--- src/rtl/dg_tribus_rx.sv ---
// dg_tribus_rx: receive end of the single-wire pulse-pause bus.
// Synchronizes and glitch-filters the line, measures the spacing between
// pause events, decodes each spacing into a bit and delivers whole frames
// through a valid/ready holding register. Errors pulse on err for one cycle.
module dg_tribus_rx #(
    parameter int LOW_MIN  = 4,
    parameter int BIT1_MIN = 96,
    parameter int EOF_CYC  = 256,
    parameter int MAX_BITS = 32
) (
    input  logic                            clk,
    input  logic                            rst_n,
    input  logic                            a,
    output logic [MAX_BITS-1:0]             out_data,
    output logic [$clog2(MAX_BITS+1)-1:0]   out_len,
    output logic                            out_valid,
    input  logic                            out_ready,
    output logic                            err,
    output logic                            busy
);

    localparam int LW = $clog2(MAX_BITS + 1);
    localparam int CW = $clog2(EOF_CYC + 1);
    localparam int SW = (LOW_MIN > 1) ? $clog2(LOW_MIN) : 1;

    typedef enum logic [1:0] {
        ST_IDLE    = 2'd0,
        ST_FRAME   = 2'd1,
        ST_DISCARD = 2'd2
    } state_t;

    logic [1:0]          r_sync;
    logic                r_f;
    logic [SW-1:0]       r_stab;
    logic [CW-1:0]       r_cnt;
    logic [MAX_BITS-1:0] r_shift;
    logic [LW-1:0]       r_len;
    logic [MAX_BITS-1:0] r_outData;
    logic [LW-1:0]       r_outLen;
    logic                r_outValid;
    logic                r_err;
    state_t              r_state;

    logic   w_sync;
    logic   w_fFlip;
    logic   w_pause;
    logic   w_cntSat;
    logic   w_bit;
    logic   w_free;
    state_t w_stateNext;
    logic   w_start;
    logic   w_append;
    logic   w_load;
    logic   w_errSet;
    logic   w_toDiscard;

    assign w_sync   = r_sync[1];
    // The filtered level flips once the synchronized line has disagreed with
    // it for LOW_MIN consecutive samples; a 1->0 flip is a pause event.
    assign w_fFlip  = (w_sync != r_f) && (r_stab == SW'(LOW_MIN - 1));
    assign w_pause  = w_fFlip && r_f;
    assign w_cntSat = (r_cnt == CW'(EOF_CYC));
    assign w_bit    = (r_cnt >= CW'(BIT1_MIN));
    assign w_free   = !r_outValid || out_ready;

    assign out_data  = r_outData;
    assign out_len   = r_outLen;
    assign out_valid = r_outValid;
    assign err       = r_err;
    assign busy      = (r_state != ST_IDLE);

    // Two-flop synchronizer; resets to the idle (high) line level.
    always_ff @(posedge clk or negedge rst_n) begin
        if (!rst_n) begin
            r_sync <= 2'b11;
        end else begin
            r_sync <= {r_sync[0], a};
        end
    end

    // Stability filter: count consecutive disagreeing samples, flip on LOW_MIN.
    always_ff @(posedge clk or negedge rst_n) begin
        if (!rst_n) begin
            r_f    <= 1'b1;
            r_stab <= '0;
        end else if (w_sync == r_f) begin
            r_stab <= '0;
        end else if (w_fFlip) begin
            r_f    <= w_sync;
            r_stab <= '0;
        end else begin
            r_stab <= r_stab + SW'(1);
        end
    end

    // Interval counter: cycles since the last pause, saturating; held at zero
    // while the line is low during discard so recovery needs a full quiet gap.
    always_ff @(posedge clk or negedge rst_n) begin
        if (!rst_n) begin
            r_cnt <= '0;
        end else if (w_toDiscard) begin
            r_cnt <= '0;
        end else if ((r_state == ST_DISCARD) && (!r_f || w_pause)) begin
            r_cnt <= '0;
        end else if (w_pause) begin
            r_cnt <= CW'(1);
        end else if (!w_cntSat) begin
            r_cnt <= r_cnt + CW'(1);
        end
    end

    // Frame state register.
    always_ff @(posedge clk or negedge rst_n) begin
        if (!rst_n) begin
            r_state <= ST_IDLE;
        end else begin
            r_state <= w_stateNext;
        end
    end

    // Next-state and per-cycle actions: start, bit append, frame load, errors.
    always_comb begin
        w_stateNext = r_state;
        w_start     = 1'b0;
        w_append    = 1'b0;
        w_load      = 1'b0;
        w_errSet    = 1'b0;
        w_toDiscard = 1'b0;
        case (r_state)
            ST_IDLE: begin
                if (w_pause) begin
                    w_start     = 1'b1;
                    w_stateNext = ST_FRAME;
                end
            end
            ST_FRAME: begin
                if (w_pause) begin
                    if (r_len == LW'(MAX_BITS)) begin
                        w_errSet    = 1'b1;
                        w_toDiscard = 1'b1;
                        w_stateNext = ST_DISCARD;
                    end else begin
                        w_append = 1'b1;
                    end
                end else if (w_cntSat) begin
                    if (r_f) begin
                        w_stateNext = ST_IDLE;
                        if (r_len != '0) begin
                            if (w_free) begin
                                w_load = 1'b1;
                            end else begin
                                w_errSet = 1'b1;
                            end
                        end
                    end else begin
                        w_errSet    = 1'b1;
                        w_toDiscard = 1'b1;
                        w_stateNext = ST_DISCARD;
                    end
                end
            end
            ST_DISCARD: begin
                if (w_cntSat) begin
                    w_stateNext = ST_IDLE;
                end
            end
            default: begin
                w_stateNext = ST_IDLE;
            end
        endcase
    end

    // Shift register collects bits LSB-first at index len.
    always_ff @(posedge clk or negedge rst_n) begin
        if (!rst_n) begin
            r_shift <= '0;
            r_len   <= '0;
        end else if (w_start) begin
            r_shift <= '0;
            r_len   <= '0;
        end else if (w_append) begin
            r_shift <= r_shift | (MAX_BITS'(w_bit) << r_len);
            r_len   <= r_len + LW'(1);
        end
    end

    // Holding register: load a finished frame, clear on handshake otherwise.
    always_ff @(posedge clk or negedge rst_n) begin
        if (!rst_n) begin
            r_outData  <= '0;
            r_outLen   <= '0;
            r_outValid <= 1'b0;
        end else if (w_load) begin
            r_outData  <= r_shift;
            r_outLen   <= r_len;
            r_outValid <= 1'b1;
        end else if (r_outValid && out_ready) begin
            r_outValid <= 1'b0;
        end
    end

    // Registered error pulse.
    always_ff @(posedge clk or negedge rst_n) begin
        if (!rst_n) begin
            r_err <= 1'b0;
        end else begin
            r_err <= w_errSet;
        end
    end

endmodule

--- config.mk ---
export PLATFORM = sky130hd
export DESIGN_NAME = dg_tribus_rx
export DESIGN_NICKNAME = d
export VERILOG_FILES = /design/src/rtl/dg_tribus_rx.sv
export SDC_FILE = /design/constraint.sdc
export NUM_CORES = 1
export LEC_CHECK = 0
export CAP_MARGIN = 40
export CORE_MARGIN = 1.5
export CORE_UTILIZATION = 60
export CTS_CLUSTER_SIZE = 25
export DETAILED_ROUTE_END_ITERATION = 10
export GPL_ROUTABILITY_DRIVEN = 0
export MAX_ROUTING_LAYER = met4
export PLACE_DENSITY = 0.85
export SLEW_MARGIN = 20
export SYNTH_ARGS = -nofsm -noshare
export SYNTH_HDL_FRONTEND = slang
export SYNTH_SLANG_ARGS = --single-unit
export TNS_END_PERCENT = 1
--- constraint.sdc ---
create_clock -name clk -period 3.61 [get_ports clk]
set_clock_uncertainty 0.05 [all_clocks]
set_input_delay 0.9025 -clock clk [delete_from_list [all_inputs] [get_ports clk]]
set_output_delay 0.9025 -clock clk [all_outputs]
set_load 0.02 [all_outputs]
==> impl_metrics.csv <==
group,metric,value,unit
grt,globalRoute.totalOverflow,0,
synth,synth_edf_count,0,
grt,grt_pass1_vias,2531,
finish,instances_no_fill,460,
setup_path,rr_startpoint,"r_cnt[0]$_DFFE_PN0P_",
grt,grt_usage,0.228,
synth,yosys-top-cells-area,"dfrtp_1, mux2_2, o21ai_0, nand2_1, mux2_4",
placed_design,placed_cell_area,4440,um^2
grt,grt_max_degree,54,
setup_path,cp-startpoint,"r_state[1]$_DFFE_PN0P_",
synth,yosysWarnings,0,
finish,diodes,0,
synth,synthTopCellsByCount,"dfrtp_1, nand2_1, o21ai_0",
synth,ys_seq_area_frac,0.596,
sta,slew_violations,0,
sta,clock.fmax,0.381,GHz
drt,drt_iter0_markers,179,
clock_network,cts_tree,"yes",
setup_path,worstPathMaxFanout,8,
clock_network,cts_inserted_buffers,9,
sta,worst-slew-pin-transition,0.738,ns
setup_path,r2r_end,"out_data[14]$_DFFE_PN0P_",
sta,post-route-period-util,0.726,
clock_network,root_buffer,"clkbuf_8",
power,finalPower,2.25,mW
sta,final.min_clock_period,2.62,ns
setup_path,r2r_cells,7,
die,rows,29,
sta,hold_viol_final,0,
setup_path,crit_path_start_kind,"flop",
placed_design,place_ws,0.864,ns
sta,setup_viol,0,
finish,area_growth,17.7,%
setup_path,worstPathRequired,2.66,ns
placed_design,place.detailed.hpwl,4990,um
die,initial_utilization,0.622,
setup_path,arrival,1.67,ns
drt,wirelength,7400,um
synth,syn_area,3950,um^2
setup_path,worstSetupEndpointType,"primary output",
setup_path,cp-endpoint,"busy",
sta,setup_tns,0,ns
run_status,status,"complete, no violations",
placed_design,placedCellCount,444,
sta,slew_headroom,0.504,
drt,num_vias,2680,
clock_network,postCtsResizedCells,0,
grt,antenna_found_initial,0,
min_path,holdCritPathClass,"reg -> reg",
drt,first_pass_iters,5,
die,die_area,7080,um^2
finish,fill_cells,425,
power,p_leak,2.11,nW
drt,ant_nets,0,
drt,wl_per_cell,16.1,um
power,vdd_ir_drop_max,324,uV
min_path,hp-start,"r_sync[0]$_DFF_PN1_",
run,max_cap_viol_count,0,
synth,synth_top_area_cell,"dfrtp_1",
die,dieWidth,84.2,um
setup_path,crit_type,"reg -> out",
die,coreArea,6350,um^2
finish,stdcell_area,4650,um^2
finish,nNetsFinal,387,
setup_path,rrSetupSlack,1.16,ns
drt,drc_errors,0,
clock_network,htree_levels,3,
clock_network,cts.clk_slew.worst_paths,0.09,ns
clock_network,cts_buffer_depth,2,
synth,syn_area_per_cell,11.8,um^2
finish,drive_gt1_frac,0.170,
synth,synth-main-ff-cell,"dfrtp_1",
synth,synthesis.instances,334,
clock_network,cts_setup_buffers,0,
clock_network,holdBufCountCts,0,
grt,grt_pass1_wl,12200,um
synth,yosysMostFrequentCell,"dfrtp_1",
clock_network,cts.sinks,94,
synth,syn-num-nets,343,
die,dieHeight,84.2,um
synth,synth_top_area_frac,0.576,
placed_design,port_buffers,44,
synth,ys_ff_latch,94,
drt,viasPerCell,5.83,
synth,synth_cell_types,44,
sta,setup_slack,0.987,ns
power,powerDensity,484,nW/um^2
die,io_pins,45,
synth,synth-async-reset-ratio,1.00,
sta,rsz0062_at_grt,"false",
clock_network,insertion_delay,0.36,ns
## registers in the layout (all words and copies together), names as in the netlist
name / count
r_shift: 32
out_len: 6
err: 1
r_state: 2
r_stab: 2
r_f: 1
r_len: 6
out_valid: 1
r_sync: 2
out_data: 32
r_cnt: 9
## cell usage in the layout, fill, tap and decap left out, types with 3 or more instances in the layout
| master | n |
|---|---|
| mux2_4 | 9 |
| nand2b_1 | 6 |
| buf_4 | 3 |
| mux2_2 | 26 |
| nor2_1 | 10 |
| nor4_1 | 5 |
| mux2i_1 | 3 |
| a211oi_1 | 4 |
| dfstp_2 | 3 |
| xnor2_1 | 3 |
| nand2_1 | 52 |
| mux2_1 | 3 |
| clkbuf_8 | 11 |
| ha_1 | 5 |
| inv_1 | 7 |
| nor3_1 | 4 |
| a21oi_1 | 7 |
| xor2_1 | 4 |
| dfrtp_1 | 91 |
| or3_1 | 3 |
| clkdlybuf4s50_1 | 43 |
| nand3_1 | 10 |
| nor2b_1 | 3 |
| o21ai_0 | 39 |
## cell families (layout without fill, tap and decap cells)
logic type,count (synthesis),after routing,synth area share
xor gates and xnor gates,7,7,0.0155
adders and majority gates,5,5,0.0158
buffers and inverters,21,70,0.0275
and+or+nand+nor,109,109,0.141
muxes,41,41,0.124
DFF,94,94,0.596
AOI/OAI and AO/OA,57,57,0.0801
## worst min-delay path by stage
stage / to / slack [ns] / depth (start not counted)
6_report: r_sync[1]$_DFF_PN1_ / 0.31 / 0
2_1_floorplan: r_sync[1]$_DFF_PN1_ / 0.30 / 0
3_3_place_gp: r_sync[1]$_DFF_PN1_ / 0.30 / 0
5_1_grt: r_sync[1]$_DFF_PN1_ / 0.32 / 0
3_5_place_dp: r_sync[1]$_DFF_PN1_ / 0.30 / 0
4_1_cts: r_sync[1]$_DFF_PN1_ / 0.31 / 0
## report_power, final
part,switching [mW],internal (mW),leakage (nW)
combinational,0.165,0.128,0.725
clock,0.365,0.363,0.103
sequential,0.105,1.12,1.29
total,0.636,1.62,2.11
## layer usage
metal  global-route usage  vias to the layer above  share of wire
met3               0.0541                       18          0.044
li1                     -                     1249              -
met4               0.0909                        0          0.021
met5                    -                        -              0
met1                0.303                     1327           0.45
met2                0.343                       86           0.48
## critical path, cell delays in order (launching register included)
cell and delay [ns]:
dfrtp_1 0.47, or2_2 0.32, clkdlybuf4s50_1 0.53
## through the flow
| stage | util | hold slack [ns] |
|---|---|---|
| after floorplan | - | 0.295 |
| after global placement | 0.699 | 0.296 |
| after detailed placement | 0.699 | 0.299 |
| after CTS | 0.733 | 0.312 |
| after global routing | 0.733 | 0.320 |
| final | 0.733 | 0.311 |
## final cells by class
class	instances	area, um^2	area share
flip-flops and latches	94	2360	0.506
well taps	77	96.3	0.0207
inverters	7	26.3	0.00565
repair buffers	47	473	0.102
multi-input cells	219	1490	0.320
clock buffers	11	151	0.0325
clock inverters	5	62.6	0.0134
(Power assumes the default switching activity.)
